==> src/rtl/sound_sequencer.sv <==
// rtl/sound_sequencer.sv - multi-event square-wave sound sequencer with priority, preemption and mute
//
// Plays a multi-note square-wave pattern for each game event. Events are
// rising edges of goodColl_i / badColl_i, or a change of direction_i to a
// non-zero value. A simultaneous event picks the highest class (bad > good > click).
// button_i rising edges toggle mute.
//
// Ports:
//   clk          system clock
//   rst          synchronous active-high reset
//   goodColl_i   food-eaten event input
//   badColl_i    wall/self collision event input
//   button_i     debounced mute toggle button
//   direction_i  one-hot snake direction
//   soundOut     DAC sample (AMP or 0)
//   busy_o       high while a pattern is in TONE or GAP
//   mode_o       1 = sound enabled, 0 = muted
module sound_sequencer #(
    parameter int N         = 8,
    parameter int PERIOD_W  = 16,
    parameter int DUR_W     = 20,
    parameter int BASE_HP   = 1000,
    parameter int NOTE_DUR  = 250000,
    parameter int CLICK_DUR = 62500,
    parameter int GAP_DUR   = 31250,
    parameter int AMP       = 2**N-1
) (
    input  logic         clk,
    input  logic         rst,
    input  logic         goodColl_i,
    input  logic         badColl_i,
    input  logic         button_i,
    input  logic [3:0]   direction_i,
    output logic [N-1:0] soundOut,
    output logic         busy_o,
    output logic         mode_o
);

    localparam logic [N-1:0] AMP_V = N'(AMP);

    localparam logic [1:0] PRI_CLICK = 2'd0;
    localparam logic [1:0] PRI_GOOD  = 2'd1;
    localparam logic [1:0] PRI_BAD   = 2'd2;

    // Note half-periods, already scaled by BASE_HP
    localparam logic [PERIOD_W-1:0] HP_BAD0  = PERIOD_W'(BASE_HP * 12);
    localparam logic [PERIOD_W-1:0] HP_BAD1  = PERIOD_W'(BASE_HP * 15);
    localparam logic [PERIOD_W-1:0] HP_BAD2  = PERIOD_W'(BASE_HP * 20);
    localparam logic [PERIOD_W-1:0] HP_GOOD0 = PERIOD_W'(BASE_HP * 6);
    localparam logic [PERIOD_W-1:0] HP_GOOD1 = PERIOD_W'(BASE_HP * 4);
    localparam logic [PERIOD_W-1:0] HP_CLICK = PERIOD_W'(BASE_HP * 2);

    localparam logic [DUR_W-1:0] NOTE_LAST  = DUR_W'(NOTE_DUR - 1);
    localparam logic [DUR_W-1:0] CLICK_LAST = DUR_W'(CLICK_DUR - 1);
    localparam logic [DUR_W-1:0] GAP_LAST   = DUR_W'(GAP_DUR - 1);

    typedef enum logic [1:0] {IDLE, TONE, GAP} state_t;

    state_t              state;
    logic [1:0]          pat;
    logic [1:0]          note_idx;
    logic [PERIOD_W-1:0] hp_cnt;
    logic [DUR_W-1:0]    dur_cnt;
    logic                phase;
    logic                good_q, bad_q, btn_q;
    logic [3:0]          dir_q;

    logic                good_ev, bad_ev, btn_ev, dir_ev;
    logic                mode_next, ev_any;
    logic [1:0]          ev_pri;
    logic [PERIOD_W-1:0] hp_sel;
    logic [PERIOD_W-1:0] hp_last;
    logic [DUR_W-1:0]    tone_last;
    logic [1:0]          idx_last;

    always_comb begin
        good_ev   = goodColl_i & ~good_q;
        bad_ev    = badColl_i & ~bad_q;
        btn_ev    = button_i & ~btn_q;
        dir_ev    = (direction_i != dir_q) && (direction_i != 4'b0000);
        // The mode toggle takes effect before event acceptance on the same edge
        mode_next = mode_o ^ btn_ev;
        ev_any    = mode_next & (good_ev | bad_ev | dir_ev);
        ev_pri    = bad_ev ? PRI_BAD : (good_ev ? PRI_GOOD : PRI_CLICK);

        hp_sel    = HP_CLICK;
        tone_last = CLICK_LAST;
        idx_last  = 2'd0;
        case (pat)
            PRI_BAD: begin
                tone_last = NOTE_LAST;
                idx_last  = 2'd2;
                case (note_idx)
                    2'd0:    hp_sel = HP_BAD0;
                    2'd1:    hp_sel = HP_BAD1;
                    default: hp_sel = HP_BAD2;
                endcase
            end
            PRI_GOOD: begin
                tone_last = NOTE_LAST;
                idx_last  = 2'd1;
                hp_sel    = (note_idx == 2'd0) ? HP_GOOD0 : HP_GOOD1;
            end
            default: ;
        endcase
        hp_last = hp_sel - PERIOD_W'(1);
    end

    always_ff @(posedge clk) begin
        if (rst) begin
            state    <= IDLE;
            pat      <= PRI_CLICK;
            note_idx <= 2'd0;
            hp_cnt   <= '0;
            dur_cnt  <= '0;
            phase    <= 1'b0;
            good_q   <= 1'b0;
            bad_q    <= 1'b0;
            btn_q    <= 1'b0;
            dir_q    <= 4'b0000;
            soundOut <= '0;
            busy_o   <= 1'b0;
            mode_o   <= 1'b1;
        end else begin
            // Edge copies track inputs even while muted so unmuting replays nothing
            good_q <= goodColl_i;
            bad_q  <= badColl_i;
            btn_q  <= button_i;
            dir_q  <= direction_i;
            mode_o <= mode_next;

            if (btn_ev && mode_o) begin
                // Muting aborts any playback
                state    <= IDLE;
                hp_cnt   <= '0;
                dur_cnt  <= '0;
                phase    <= 1'b0;
                soundOut <= '0;
                busy_o   <= 1'b0;
            end else if (ev_any && (state == IDLE || ev_pri >= pat)) begin
                // New pattern or equal/higher-priority preemption; lower ones are dropped
                state    <= TONE;
                pat      <= ev_pri;
                note_idx <= 2'd0;
                hp_cnt   <= '0;
                dur_cnt  <= '0;
                phase    <= 1'b1;
                soundOut <= AMP_V;
                busy_o   <= 1'b1;
            end else begin
                case (state)
                    TONE: begin
                        if (dur_cnt == tone_last) begin
                            dur_cnt  <= '0;
                            hp_cnt   <= '0;
                            soundOut <= '0;
                            if (note_idx != idx_last) begin
                                state  <= GAP;
                                busy_o <= 1'b1;
                            end else begin
                                state  <= IDLE;
                                busy_o <= 1'b0;
                            end
                        end else begin
                            dur_cnt <= dur_cnt + DUR_W'(1);
                            busy_o  <= 1'b1;
                            if (hp_cnt == hp_last) begin
                                hp_cnt   <= '0;
                                phase    <= ~phase;
                                soundOut <= phase ? '0 : AMP_V;
                            end else begin
                                hp_cnt   <= hp_cnt + PERIOD_W'(1);
                                soundOut <= phase ? AMP_V : '0;
                            end
                        end
                    end
                    GAP: begin
                        busy_o <= 1'b1;
                        if (dur_cnt == GAP_LAST) begin
                            state    <= TONE;
                            note_idx <= note_idx + 2'd1;
                            hp_cnt   <= '0;
                            dur_cnt  <= '0;
                            phase    <= 1'b1;
                            soundOut <= AMP_V;
                        end else begin
                            dur_cnt  <= dur_cnt + DUR_W'(1);
                            soundOut <= '0;
                        end
                    end
                    default: begin
                        soundOut <= '0;
                        busy_o   <= 1'b0;
                    end
                endcase
            end
        end
    end

endmodule

==> config.mk <==
export PLATFORM = sky130hd
export DESIGN_NAME = sound_sequencer
export DESIGN_NICKNAME = d
export VERILOG_FILES = /design/src/rtl/sound_sequencer.sv
export SDC_FILE = /design/constraint.sdc
export NUM_CORES = 1
export LEC_CHECK = 0
export ABC_AREA = 1
export BUFFER_PORTS_ARGS = -buffer_cell sky130_fd_sc_hd__clkbuf_2
export CAP_MARGIN = 20
export CORE_AREA = 4 4 88 90
export CTS_CLUSTER_DIAMETER = 200
export CTS_CLUSTER_SIZE = 28
export DETAILED_ROUTE_END_ITERATION = 10
export DIE_AREA = 0 0 92 94
export PLACE_DENSITY = 0.66
export SLEW_MARGIN = 5
export SYNTH_ARGS = -nofsm -noshare
export SYNTH_HDL_FRONTEND = slang
export SYNTH_SLANG_ARGS = --single-unit
==> constraint.sdc <==
create_clock -name clk -period 5.25 [get_ports clk]
set_input_delay 0.525 -clock clk [delete_from_list [all_inputs] [get_ports clk]]
set_output_delay 0.525 -clock clk [all_outputs]
set_load 0.005 [all_outputs]
==> flow_summary_export.csv <==
group,metric,value,unit
clocking,clockBufferDepth,2,
cells_and_area,syn_to_final_growth,5.50,%
floorplanning,die_y,94,um
setup_path,cp-end-kind,"flop",
pwr,p_seq_frac,0.461,
pwr,ir_worst_vdd,0.152,mV
clocking,clk_latency,0.31,ns
logic_synthesis,ys_types,35,
global_route,antenna_found_initial,0,
global_route,grt_usage,0.174,
logic_synthesis,syn-cell-area,3370,sq um
setup_path,crit_fanout,14,
drt,vias,3088,
setup_path,cp_slowest_stage_delay,0.42,ns
logic_synthesis,synthCells,506,
drt,drt-total-wl,7160,um
timing,maxSlewViolCount,0,
logic_synthesis,synth_ff_type,"dfxtp_1",
drt,viasPerCell,5.03,
clocking,cts_resized,0,
setup_path,r2r_cells,20,
timing,post-route-min-period,2.70,ns
clocking,cts_tree,"built",
global_route,grt_pass1_wl,12400,um
job,drv_cap,0,
drt,ant_nets,0,
logic_synthesis,synth-edff-count,0,
cells_and_area,n_fill_cell,741,
floorplanning,die_w,92,um
clocking,numCtsBuffers,5,
drt,wl_per_cell,11.7,um
timing,rsz0062_at_grt,"false",
clocking,cts.sinks,53,
clocking,postCtsSetupBuffers,0,
drt,drc,0,
cells_and_area,layout-drive-gt1-share,0.109,
setup_path,cp_top_family,"simple AND/OR/NAND/NOR gates",
timing,timing.final.crit_share,0.515,
timing,timing.slew.headroom,0.513,
timing,worst_slew_pin_slew,0.729,ns
setup_path,path_cells,"inv_1 > ha_1 > nand2_1 > nand2_1 > nor2_1 > ha_1 > inv_1 > nand2_1 > nand2_1 > nand2_1 > nor2_1 > nand2_1 > nor2_2 > nand2_2 > nor2_4 > nand3_2 > nand2_2 > inv_2 > nand3_1 > a21oi_1",
pwr,swShare,0.361,
setup_path,path_common_cell,"nand2_1",
logic_synthesis,synth_async_sr_flop_share,0,
pwr,pwr-share-comb,0.284,
setup_path,cp.arrival,2.88,ns
clocking,root_buffer,"clkbuf_8",
logic_synthesis,avgSynthCellArea,6.66,sq um
setup_path,crit_buf_inv,3,
global_route,grt_pass1_vias,2788,
placed_design,portBuffers,18,
logic_synthesis,ys_seq_area_frac,0.315,
pwr,powerDensity,264,nW/um^2
drt,drt-initial-drc-count,166,
global_route,overflow,0,
timing,finalHoldViolations,0,
placed_design,place.gp.congestion,0.900,
min_path,whs_path_depth,3,
cells_and_area,diodes,0,
run_status,status,"finished clean",
clocking,clk_pin_slew,0.10,ns
timing,setup_viol,0,
timing,fmax,370,MHz
logic_synthesis,syn-num-nets,531,
cells_and_area,fin_nets,539,
placed_design,hpwlAfterDp,5550,um
logic_synthesis,ys_seq_elements,53,
floorplanning,die_area,8650,sq um
timing,whs,0.420,ns
pwr,power.net_switching,0.339,mW
setup_path,required,5.42,ns
drt,firstDrtPassIters,4,
pwr,p_int,0.599,mW
clocking,holdBufCountCts,0,
floorplanning,ioPinCount,19,
setup_path,critPathKind,"reg -> reg",
clocking,htreeDepth,2,
setup_path,cp.depth,20,
pwr,p_clk_frac,0.255,
floorplanning,rows,31,
floorplanning,floorplan.initialDensity,0.477,
timing,skew,0.00880,ns
global_route,grt_max_degree,22,
timing,setup_tns,0,ns
floorplanning,core,7060,sq um
pwr,p_leak,1.46,nW
setup_path,cpMaxStageDelayCell,"dfxtp_1",
min_path,hold_class,"in -> reg",
logic_synthesis,ys_warn_count,0,
setup_path,worstSetupStartpointType,"flop",
[synth_stat cells, types with 2 or more instances]
master,n,share of area
a211oi_1,2,0.0045
a21oi_1,27,0.040
a31oi_1,2,0.0037
buf_2,2,0.0030
buf_4,8,0.018
buf_6,3,0.010
clkbuf_1,4,0.0045
dfxtp_1,53,0.31
ha_1,16,0.059
inv_1,67,0.075
inv_2,7,0.0078
nand2_1,112,0.12
nand2_2,8,0.015
nand3_1,40,0.059
nand3_2,2,0.0059
nand4_1,18,0.033
nor2_1,63,0.070
nor2_2,5,0.0093
nor2_4,2,0.0067
nor3_1,11,0.016
nor3_2,2,0.0059
nor4_1,2,0.0037
o21ai_0,18,0.027
or2_2,2,0.0037
xor2_1,20,0.052
[worst min-delay path, delay by kind of cell]
| family | cells | cell delay [ns] |
|---|---|---|
| buffers and inverters | 2 | 0.14 |
| AND/OR/NAND/NOR | 1 | 0.04 |
[layout make-up]
cell class	count	area, sq um	area share
tap	99	124	0.0348
timing repair buffer	18	90.1	0.0253
clock buffer	5	68.8	0.0194
multi-input combinational	362	1910	0.538
clock inverter	3	21.3	0.00598
inverter	74	278	0.0781
sequential	53	1060	0.298
[logic make-up (layout without fill, tap and decap cells)]
| family | Yosys count | after routing | share of synthesized area |
|---|---|---|---|
| and+or+nand+nor | 272 | 272 | 0.370 |
| buffers and inverters | 91 | 100 | 0.118 |
| AOI/OAI and AO/OA | 53 | 53 | 0.0832 |
| DFF | 53 | 53 | 0.315 |
| xor gates and xnor gates | 21 | 21 | 0.0546 |
| adders and majority gates | 16 | 16 | 0.0594 |
[power groups by stage]
| stage | logic (mW) | clock network [mW] | registers (mW) |
|---|---|---|---|
| after CTS | 0.267 | 0.247 | 0.432 |
| after floorplan | 0.223 | 0 | 0.438 |
| after global routing | 0.309 | 0.261 | 0.434 |
| final | 0.266 | 0.239 | 0.432 |
| after global placement | 0.265 | 0 | 0.440 |
| after detailed placement | 0.266 | 0 | 0.441 |
[through the flow]
stage | total power [mW] | std cells | cell area (sq um) | worst slack, ns | utilization
6_report | 0.938 | 614 | 3550 | 2.55 | 0.504
2_1_floorplan | 0.662 | 506 | 3370 | 2.90 | -
4_1_cts | 0.946 | 614 | 3550 | 2.53 | 0.504
5_1_grt | 1.00 | 614 | 3550 | 2.15 | 0.504
3_5_place_dp | 0.708 | 606 | 3460 | 2.27 | 0.491
3_3_place_gp | 0.705 | 606 | 3460 | 2.35 | 0.491
[flip-flops by register name (all words and copies together) (netlist names)]
| register | cells |
|---|---|
| soundOut | 1 |
| note_idx | 2 |
| phase | 1 |
| busy_o | 1 |
| mode_o | 1 |
| hp_cnt | 16 |
| dur_cnt | 20 |
| good_q | 1 |
| btn_q | 1 |
| state | 2 |
| pat | 2 |
| bad_q | 1 |
| dir_q | 4 |
[layout by cell type (no fill, tap or decap), types with 7 or more instances in the layout]
cell      Yosys  routed
dfxtp_1      53      53
nand2_1     112     112
inv_2         7       7
xor2_1       20      20
clkbuf_2      0      18
nand3_1      40      40
o21ai_0      18      18
nor2_1       63      63
a21oi_1      27      27
inv_1        67      67
nand2_2       8       8
nor3_1       11      11
ha_1         16      16
nand4_1      18      18
[worst paths after layout]
check | from | end | slack, ns
worst max-delay path | pat[0] | hp_cnt[8] | 2.55
worst min-delay path | badColl_i | bad_q | 0.42
worst max register to register | pat[0] | hp_cnt[8] | 2.55
worst min register to register | hp_cnt[1] | hp_cnt[1] | 0.49
[per-layer routing]
metal	track usage	wire, um	vias to the layer above
met5	0	0	-
met4	0.0470	72	0
met3	0.0296	165	8
met2	0.303	3490	29
met1	0.223	3440	1422
li1	-	-	1629
(Power assumes the default switching activity.)
